$ cat config.mk
export PLATFORM = sky130hd
export DESIGN_NAME = coin_credit_accumulator
export DESIGN_NICKNAME = d
export VERILOG_FILES = /design/src/rtl/vend_pkg.sv /design/src/rtl/coin_edge_detect.sv /design/src/rtl/coin_credit_accumulator.sv
export SDC_FILE = /design/constraint.sdc
export NUM_CORES = 1
export LEC_CHECK = 0
export CAP_MARGIN = 0
export CORE_ASPECT_RATIO = 0.9
export CORE_MARGIN = 3
export CORE_UTILIZATION = 56
export DETAILED_ROUTE_END_ITERATION = 8
export PLACE_DENSITY_LB_ADDON = 0.2
export SLEW_MARGIN = 40
export SYNTH_ARGS = -nofsm -noshare
export SYNTH_HDL_FRONTEND = slang
export SYNTH_SLANG_ARGS = --single-unit
$ cat constraint.sdc
create_clock -name clk -period 4.6 [get_ports clk]
set_input_delay 0.92 -clock clk [delete_from_list [all_inputs] [get_ports clk]]
set_output_delay 0.92 -clock clk [all_outputs]
set_load 0.05 [all_outputs]
$ cat src/rtl/vend_pkg.sv
// Shared types and helpers for the coin credit accumulator: the refund FSM
// states, default denominations and the greedy "largest coin that fits" search.
package vend_pkg;

   typedef enum logic [1:0] {
      IDLE   = 2'd0,
      RF_SEL = 2'd1,
      RF_GAP = 2'd2
   } state_t;

   // Default denominations, channel 0 holds the largest coin.
   localparam int QUARTER = 25;
   localparam int DIME    = 10;
   localparam int NICKEL  = 5;

   // Fixed-size search table: channels beyond the instance's NUM_COINS are
   // disabled via the enable mask. Credit and coin values must fit VAL_W bits.
   localparam int MAX_COINS = 8;
   localparam int IDX_W     = 3;
   localparam int VAL_W     = 16;

   typedef struct packed {
      logic             valid;
      logic [IDX_W-1:0] idx;
   } fit_t;

   // Lowest enabled index whose value does not exceed credit. Denominations
   // descend with index, so this is the largest coin that still fits.
   function automatic fit_t largest_fit(input logic [VAL_W-1:0]                credit,
                                        input logic [MAX_COINS-1:0][VAL_W-1:0] vals,
                                        input logic [MAX_COINS-1:0]            en);
      fit_t f;
      f = '0;
      for (int i = MAX_COINS - 1; i >= 0; i--) begin
         if (en[i] && (vals[i] <= credit)) begin
            f.valid = 1'b1;
            f.idx   = IDX_W'(i);
         end
      end
      return f;
   endfunction

endpackage

$ cat src/rtl/coin_edge_detect.sv
// Rising-edge detector for the coin sensor levels. The history register resets
// to all ones so a coin that is already high when reset releases is ignored.
module coin_edge_detect #(
   parameter int W = 3
) (
   input  logic         clk_i,
   input  logic         rst_i,
   input  logic [W-1:0] coin_i,
   output logic [W-1:0] edge_o
);

   logic [W-1:0] coin_q;

   // Previous-cycle sensor levels, sampled in every state.
   always_ff @(posedge clk_i or posedge rst_i) begin
      if (rst_i) coin_q <= '1;
      else       coin_q <= coin_i;
   end

   assign edge_o = coin_i & ~coin_q;

endmodule

$ cat src/rtl/coin_credit_accumulator.sv
// Coin credit accumulator: counts coin insertions into a saturating credit
// register, services vend debits with ok/fail pulses and returns credit as
// one-hot coin-eject pulses (largest coin first) through a small refund FSM.
module coin_credit_accumulator
   import vend_pkg::*;
#(
   parameter int                         NUM_COINS  = 3,
   parameter int                         CNT_W      = 10,
   parameter logic [NUM_COINS*CNT_W-1:0] COIN_VAL   = {CNT_W'(NICKEL), CNT_W'(DIME), CNT_W'(QUARTER)},
   parameter int                         MAX_CREDIT = 1000
) (
   input  logic                 clk,
   input  logic                 resetCount,
   input  logic [NUM_COINS-1:0] coin_in,
   input  logic                 debit_req,
   input  logic [CNT_W-1:0]     debit_amt,
   input  logic                 refund_req,
   output logic [CNT_W-1:0]     outCount,
   output logic                 debit_ok,
   output logic                 debit_fail,
   output logic                 overflow,
   output logic                 coin_reject,
   output logic [NUM_COINS-1:0] refund_coin,
   output logic                 refund_done,
   output logic                 busy
);

   // Two guard bits so credit + a full set of simultaneous coins cannot wrap
   // before the saturation compare.
   localparam int SUM_W = CNT_W + 2;

   state_t                 state_q, state_d;
   logic [CNT_W-1:0]       cnt_q, cnt_d;
   logic                   ok_q, ok_d;
   logic                   fail_q, fail_d;
   logic                   ovf_q, ovf_d;
   logic                   rej_q, rej_d;
   logic [NUM_COINS-1:0]   rc_q, rc_d;
   logic                   done_q, done_d;

   logic [NUM_COINS-1:0]        coin_edge;
   logic [SUM_W-1:0]            add;
   logic [SUM_W-1:0]            deb;
   logic [SUM_W-1:0]            nxt;
   logic [MAX_COINS-1:0][VAL_W-1:0] fit_vals;
   logic [MAX_COINS-1:0]        fit_en;
   fit_t                        fit;
   logic [VAL_W-1:0]            sel_val;

   coin_edge_detect #(.W(NUM_COINS)) u_edge (
      .clk_i  (clk),
      .rst_i  (resetCount),
      .coin_i (coin_in),
      .edge_o (coin_edge)
   );

   // Spread the packed denomination parameter into the fixed search table.
   for (genvar g = 0; g < MAX_COINS; g++) begin : g_fit
      if (g < NUM_COINS) begin : g_on
         assign fit_vals[g] = VAL_W'(COIN_VAL[g*CNT_W +: CNT_W]);
         assign fit_en[g]   = 1'b1;
      end else begin : g_off
         assign fit_vals[g] = '0;
         assign fit_en[g]   = 1'b0;
      end
   end

   assign fit     = largest_fit(VAL_W'(cnt_q), fit_vals, fit_en);
   assign sel_val = fit_vals[fit.idx];

   // Total value of all coins whose edge arrived this cycle.
   always_comb begin
      add = '0;
      for (int i = 0; i < NUM_COINS; i++) begin
         if (coin_edge[i]) add = add + SUM_W'(COIN_VAL[i*CNT_W +: CNT_W]);
      end
   end

   // Next-state, credit update and pulse generation.
   always_comb begin
      state_d = state_q;
      cnt_d   = cnt_q;
      ok_d    = 1'b0;
      fail_d  = 1'b0;
      ovf_d   = 1'b0;
      rej_d   = 1'b0;
      rc_d    = '0;
      done_d  = 1'b0;
      deb     = '0;
      nxt     = '0;

      case (state_q)
         IDLE: begin
            // Debit is judged against credit before this cycle's coins land.
            if (debit_req) begin
               if (debit_amt <= cnt_q) begin
                  ok_d = 1'b1;
                  deb  = SUM_W'(debit_amt);
               end else begin
                  fail_d = 1'b1;
               end
            end
            nxt = SUM_W'(cnt_q) - deb + add;
            if (nxt > SUM_W'(MAX_CREDIT)) begin
               cnt_d = CNT_W'(MAX_CREDIT);
               ovf_d = 1'b1;
            end else begin
               cnt_d = nxt[CNT_W-1:0];
            end
            // A debit in the same cycle wins; the refund level retries later.
            if (refund_req && !debit_req) state_d = RF_SEL;
         end

         RF_SEL: begin
            if (fit.valid) begin
               for (int i = 0; i < NUM_COINS; i++) rc_d[i] = (int'(fit.idx) == i);
               cnt_d   = cnt_q - sel_val[CNT_W-1:0];
               state_d = RF_GAP;
            end else begin
               // Nothing fits: any sub-nickel remainder stays as credit.
               done_d  = 1'b1;
               state_d = IDLE;
            end
         end

         RF_GAP: state_d = RF_SEL;

         default: state_d = IDLE;
      endcase

      // During a refund coins are bounced and vends refused.
      if (state_q != IDLE) begin
         if (|coin_edge) rej_d  = 1'b1;
         if (debit_req)  fail_d = 1'b1;
      end
   end

   // State, credit and registered pulse outputs; reset drops everything at once.
   always_ff @(posedge clk or posedge resetCount) begin
      if (resetCount) begin
         state_q <= IDLE;
         cnt_q   <= '0;
         ok_q    <= 1'b0;
         fail_q  <= 1'b0;
         ovf_q   <= 1'b0;
         rej_q   <= 1'b0;
         rc_q    <= '0;
         done_q  <= 1'b0;
      end else begin
         state_q <= state_d;
         cnt_q   <= cnt_d;
         ok_q    <= ok_d;
         fail_q  <= fail_d;
         ovf_q   <= ovf_d;
         rej_q   <= rej_d;
         rc_q    <= rc_d;
         done_q  <= done_d;
      end
   end

   assign outCount    = cnt_q;
   assign debit_ok    = ok_q;
   assign debit_fail  = fail_q;
   assign overflow    = ovf_q;
   assign coin_reject = rej_q;
   assign refund_coin = rc_q;
   assign refund_done = done_q;
   assign busy        = (state_q != IDLE);

endmodule

== Yosys cells after proc, flatten, opt, wreduce, memory -nomap -nowiden ==
Memories as Yosys holds them, arrays and structs flattened.
Index checks and enable logic that the tools add are counted.

* Bits of input ports: 17
* Latch bits: 0
* Bits in writable memories: 0
* Output and inout port bits: 19
* Memories kept: 1
* ROM bits: 128
* Register bits after elaboration: 23
* Word-level logic and storage cells: 69

{| class="wikitable"
|+ Memory list
! memory !! words !! width !! rd ports !! clocked after memory_dff !! write ports !! line !! source
|-
| (no name shown) || 8 || 16 || 1 || 0 || 0 || coin_credit_accumulator.sv:69 || <nowiki>assign sel_val = fit_vals[fit.idx];</nowiki>
|}

* Magnitude comparators: 6
* Div/mod/pow operators: 0
* Eq/ne operators: 6
* $mul: 0
* Muxes and demuxes: 32
* Reductions and logical operators: 8
* Add/sub/neg operators: 5
* Bitwise logic cells: 2
* Shifts and indexed selects: 0

{| class="wikitable"
|+ Operator list
! cell !! count
|-
| $mux 10 || 5
|-
| $mux 12 || 3
|-
| $pmux 10 s2 || 1
|-
| $mux 1 || 14
|-
| $add 12x12->12 || 1
|-
| $add 12x3->12 const B || 1
|-
| $gt 12x10->1 const B || 1
|-
| $mux 4 || 3
|-
| $sub 10x12->12 || 1
|-
| $le 10x10->1 || 1
|-
| $le 3x10->1 const A || 1
|-
| $le 4x10->1 const A || 1
|-
| $le 5x10->1 const A || 1
|-
| $sub 10x10->10 || 1
|-
| $add 5x4->6 const B || 1
|-
| $mux 3 || 2
|-
| $pmux 2 s3 || 1
|-
| $mux 5 || 1
|-
| $lt 3x4->1 const B || 1
|-
| $mux 2 || 2
|-
| $ne 2x2->1 const B || 2
|-
| $reduce_bool 2->1 || 2
|-
| $and 3x3->3 || 1
|-
| $eq 3x2->1 const B || 1
|-
| other kinds (10) || 10
|}

== Logic depth before layout (Yosys ltp) ==
* Depth in word-level cells: 11
* Depth in mapped cells: 21
* Depth with buffers taken out: 19

== Modules after synthesis ==
From an unflattened synthesis, not the netlist that was laid out.

* Cell total of the unflattened synthesis: 312
* Area total of the unflattened synthesis: 2683.8 sq um

{| class="wikitable"
|+ By module, submodules not included
! module !! times used !! area each (sq um) !! seq. area each (sq um) !! cells each
|-
| coin_credit_accumulator || 1 || 2560.0 || 500.5 || 305
|-
| coin_edge_detect || 1 || 123.9 || 78.8 || 7
|}

== Least setup slack after synthesis ==
Ideal clock, no wire load.

* Path kind: input to register
* Start: input port debit_amt[3]
* End: register cnt_q[3], in the netlist outCount[3]
* Buffers on the path: 1
* Data arrival time: 4.566 ns
* Cell stages on the path: 16
* Required time: 4.476 ns
* Library setup time: 0.124 ns
* Path slack: -0.090 ns
* Path through: ha_1 > a21o_1 > a21o_1 > a21oi_1 > o211ai_1 > a21oi_1 > clkbuf_1 > and2_1 > fa_1 > fa_1 > nor2b_4 > o31a_4 > nor3_4 > o41a_4 > a31o_4 > o31a_1

* Word-level cells in the longest chain between the ends: 9

{| class="wikitable"
|+ RTL lines
! element !! line !! source
|-
| start: declaration || coin_credit_accumulator.sv:16 || <nowiki>input logic [CNT_W-1:0] debit_amt,</nowiki>
|-
| $le 10x10->1 || coin_credit_accumulator.sv:96 || <nowiki>if (debit_amt <= cnt_q) begin</nowiki>
|-
| $mux 10 (*) || coin_credit_accumulator.sv:96 ||
|-
| $mux 10 (*) || coin_credit_accumulator.sv:95 || <nowiki>if (debit_req) begin</nowiki>
|-
| $mux 12 (*) || coin_credit_accumulator.sv:92 || <nowiki>case (state_q)</nowiki>
|-
| $sub 10x12->12 (*) || coin_credit_accumulator.sv:103 || <nowiki>nxt = SUM_W'(cnt_q) - deb + add;</nowiki>
|-
| $add 12x12->12 (*) || coin_credit_accumulator.sv:103 ||
|-
| $gt 12x10->1 || coin_credit_accumulator.sv:104 || <nowiki>if (nxt > SUM_W'(MAX_CREDIT)) begin</nowiki>
|-
| $mux 10 (*) || coin_credit_accumulator.sv:104 ||
|-
| $pmux 10 s2 (*) || coin_credit_accumulator.sv:92 ||
|-
| end signal: assignment || coin_credit_accumulator.sv:151 || <nowiki>cnt_q <= cnt_d;</nowiki>
|-
| end: declaration || coin_credit_accumulator.sv:33 || <nowiki>logic [CNT_W-1:0] cnt_q, cnt_d;</nowiki>
|}

Every way passes the cells marked *; elsewhere a longest branch is shown, timed or not. The select of a mux whose other input is x is not followed.
A chain may end at the register's enable or synchronous reset.

== Worst setup path in the final report ==
* Start: input port debit_amt[2]
* End: register cnt_q[0], in the netlist outCount[0]

The elaborated chain is that of the path after synthesis.

==> impl_metrics.tcl <==
set metrics [dict create \
    synthFlopType "dfrtp_1" \
    synth.distinct_cells 54 \
    syn_area_um2 2606 \
    num_antenna_cells 0 \
    cts-buffers-inserted 3 \
    track_usage_pct 33.27 \
    outcome "finished with violations" \
    async_reset_ff_share_pct 100.0 \
    cts_root_buffer "clkbuf_8" \
    synthCells 307 \
    ys_seq_area_share_pct 22.23 \
    period_share_pct 104.0 \
    finalSetupViolCount 11 \
    ys_ff_latch 23 \
    antenna_left 0 \
    drv_cap 0 \
    cts_tree "done" \
    place_ws_ns -0.7619 \
    rows 22 \
    grt_max_degree 24 \
    tns_ns -0.8224 \
    fmax_mhz 209.0 \
    globalplace.congestion 0.9318 \
    vias_per_cell 7.049 \
    die_h_um 70.72 \
    die_area_um2 5510 \
    fin_skew_ns 0.002383 \
    final_hold_viol_count 0 \
    start_util_pct 61.09 \
    drive_above_1_share_pct 37.04 \
    fin_crit_ns 4.784 \
    routed_wl_um 11600 \
    synth.avg_cell_area_um2 8.489 \
    area_growth_pct 52.04 \
    grt_pass1_wl_um 14600 \
    grt_use_met1_pct 40.92 \
    h-tree-depth 1 \
    failed_checks "negative setup slack" \
    drv_slew 0 \
    yosysWarnings 0 \
    synth_edf_count 0 \
    clock_latency_ns 0.27 \
    die_x_um 77.91 \
    grtUsageMet2_pct 57.41 \
    io_buffers 35 \
    crit_arrival_ns 4.94 \
    antenna_found_initial 0 \
    fin_cells 465 \
    final_nets 466 \
    busiest_layer "met2" \
    first_pass_iters 6 \
    ios 36 \
    drc 0 \
    setup_ws_ns -0.1838 \
    end_kind "flop" \
    grt.overflow.total 0 \
    core-area_um2 4267 \
    grtUsageMet3_pct 7.761 \
    cp_max_fo 6 \
    crit_path_start_kind "primary input" \
    rsz0062_at_grt "true" \
    grt_pass1_vias 2885 \
    clock_sinks 23 \
    min_path_type "flop to flop" \
    dpl.hpwl_um 6107 \
    tightest_slew_ns 0.5579 \
    crit_required_ns 4.76 \
    relSlewSlack_pct 62.52 \
    synth_nets 367 \
    num_vias 3278 \
    placedCellCount 448 \
    path_class "primary input to flop" \
    cts_buffer_depth 2 \
    hold_buffers 0 \
    clkTransAtPathRegs_ns 0.09 \
    drt_iter0_drc 547 \
    wire_per_inst_um 24.95 \
]
-- path summary, 6_finish.rpt --
path                       slack, ns                          to  depth (start not counted)               startpoint
setup / recovery               -0.18     outCount[0]$_DFFE_PP0P_                         19             debit_amt[2]
setup reg to reg               -0.08     outCount[0]$_DFFE_PP0P_                         19  outCount[7]$_DFFE_PP0P_
hold reg to reg                 0.63      state_q[0]$_DFFE_PP0P_                          1   state_q[0]$_DFFE_PP0P_
max in group asynchronous       3.25  u_edge.coin_q[0]$_DFF_PP1_                          2               resetCount
min in group asynchronous       0.99    refund_coin[2]$_DFF_PP0_                          2               resetCount
hold / removal                  0.63      state_q[0]$_DFFE_PP0P_                          1   state_q[0]$_DFFE_PP0P_
-- area by class of cell --
type | instances | area, µm²
inverters | 40 | 152.6
repair buffers | 102 | 869.6
clock buffers | 3 | 41.29
fillers | 131 | 304.0
well taps | 60 | 75.07
multi-input cells | 236 | 2240
clock inverters | 1 | 5.005
flip-flops and latches | 23 | 579.3
-- per-layer routing --
layer  part of all wire (%)  wire (µm)  up-vias
met2                     45       5173      374
met1                     34       3953     1486
met4                    8.3        961        0
met5                      0          0        -
met3                     13       1512      124
li1                       -          -     1294
-- state kept, by name (all words and copies together), names as in the netlist --
| name | count |
|---|---|
| coin_reject | 1 |
| outCount | 10 |
| debit_ok | 1 |
| overflow | 1 |
| refund_coin | 3 |
| state_q | 2 |
| u_edge.coin_q | 3 |
| refund_done | 1 |
| debit_fail | 1 |
-- kinds of logic (layout without fill, tap and decap cells) --
logic type / Yosys count / after routing / share of synthesized area (%)
and+or+nand+nor: 92 / 92 / 18.87
DFF: 23 / 23 / 22.23
buffers and inverters: 48 / 146 / 7.153
AOI/OAI and AO/OA: 92 / 92 / 25.73
adders and majority gates: 43 / 43 / 22.95
xor gates and xnor gates: 8 / 8 / 2.689
muxes: 1 / 1 / 0.3841
-- cells in the mapped netlist, types with 8 or more instances --
library cell / count / area, µm²
nand3_1: 12 / 60.06
and2_1: 9 / 56.30
ha_1: 35 / 437.9
dfrtp_1: 20 / 500.5
o21ai_0: 18 / 90.09
nand2b_1: 10 / 62.56
inv_1: 39 / 146.4
nor2_1: 18 / 67.56
nand2_1: 16 / 60.06
a21oi_1: 18 / 90.09
fa_1: 8 / 160.2
a21o_1: 8 / 60.06
nor3_1: 9 / 45.04
-- repair_timing --
item,in CTS,in global routing
resized for setup,43,67
pin swaps,31,35
cloned,0,0
buffers inserted,7,6
endpoints found under the setup margin,11,11
-- placed cells by master (no fill, tap or decap), types with 6 or more instances in the layout --
cell type,count
a21o_1,8
nand3_1,8
buf_6,9
inv_2,6
dfrtp_1,20
nor2_1,16
ha_4,15
nor3_1,7
nand2_1,15
nand2b_1,9
clkdlybuf4s50_1,25
a21oi_1,13
o211ai_1,6
buf_4,62
inv_1,32
ha_1,20
o21ai_0,16
-- through the flow --
stage,hold WS [ns],util [%],cell area [µm²]
after floorplan,0.5054,-,2610
after global placement,0.5595,79.77,3403
after detailed placement,0.5697,79.77,3403
after CTS,0.5809,86.57,3694
after global routing,0.6494,92.87,3963
final,0.6269,92.87,3963
-- worst max-delay path: stages --
cell and delay (ns):
dlymetal6s2s_1 0.14, ha_1 0.29, nand4_1 0.19, nor2_2 0.22, a21oi_2 0.10, o211ai_1 0.18, a21oi_4 0.13, buf_6 0.15
and2_4 0.15, fa_1 0.55, inv_2 0.06, ha_4 0.17, buf_4 0.15, o31a_4 0.29, buf_4 0.15, o21ai_1 0.22
nand3_1 0.23, and4_4 0.30, o31ai_1 0.33
Power is left out: the tool's default activity adds up to more than one toggle a clock period on the data nets, which glitch-free logic cannot reach.
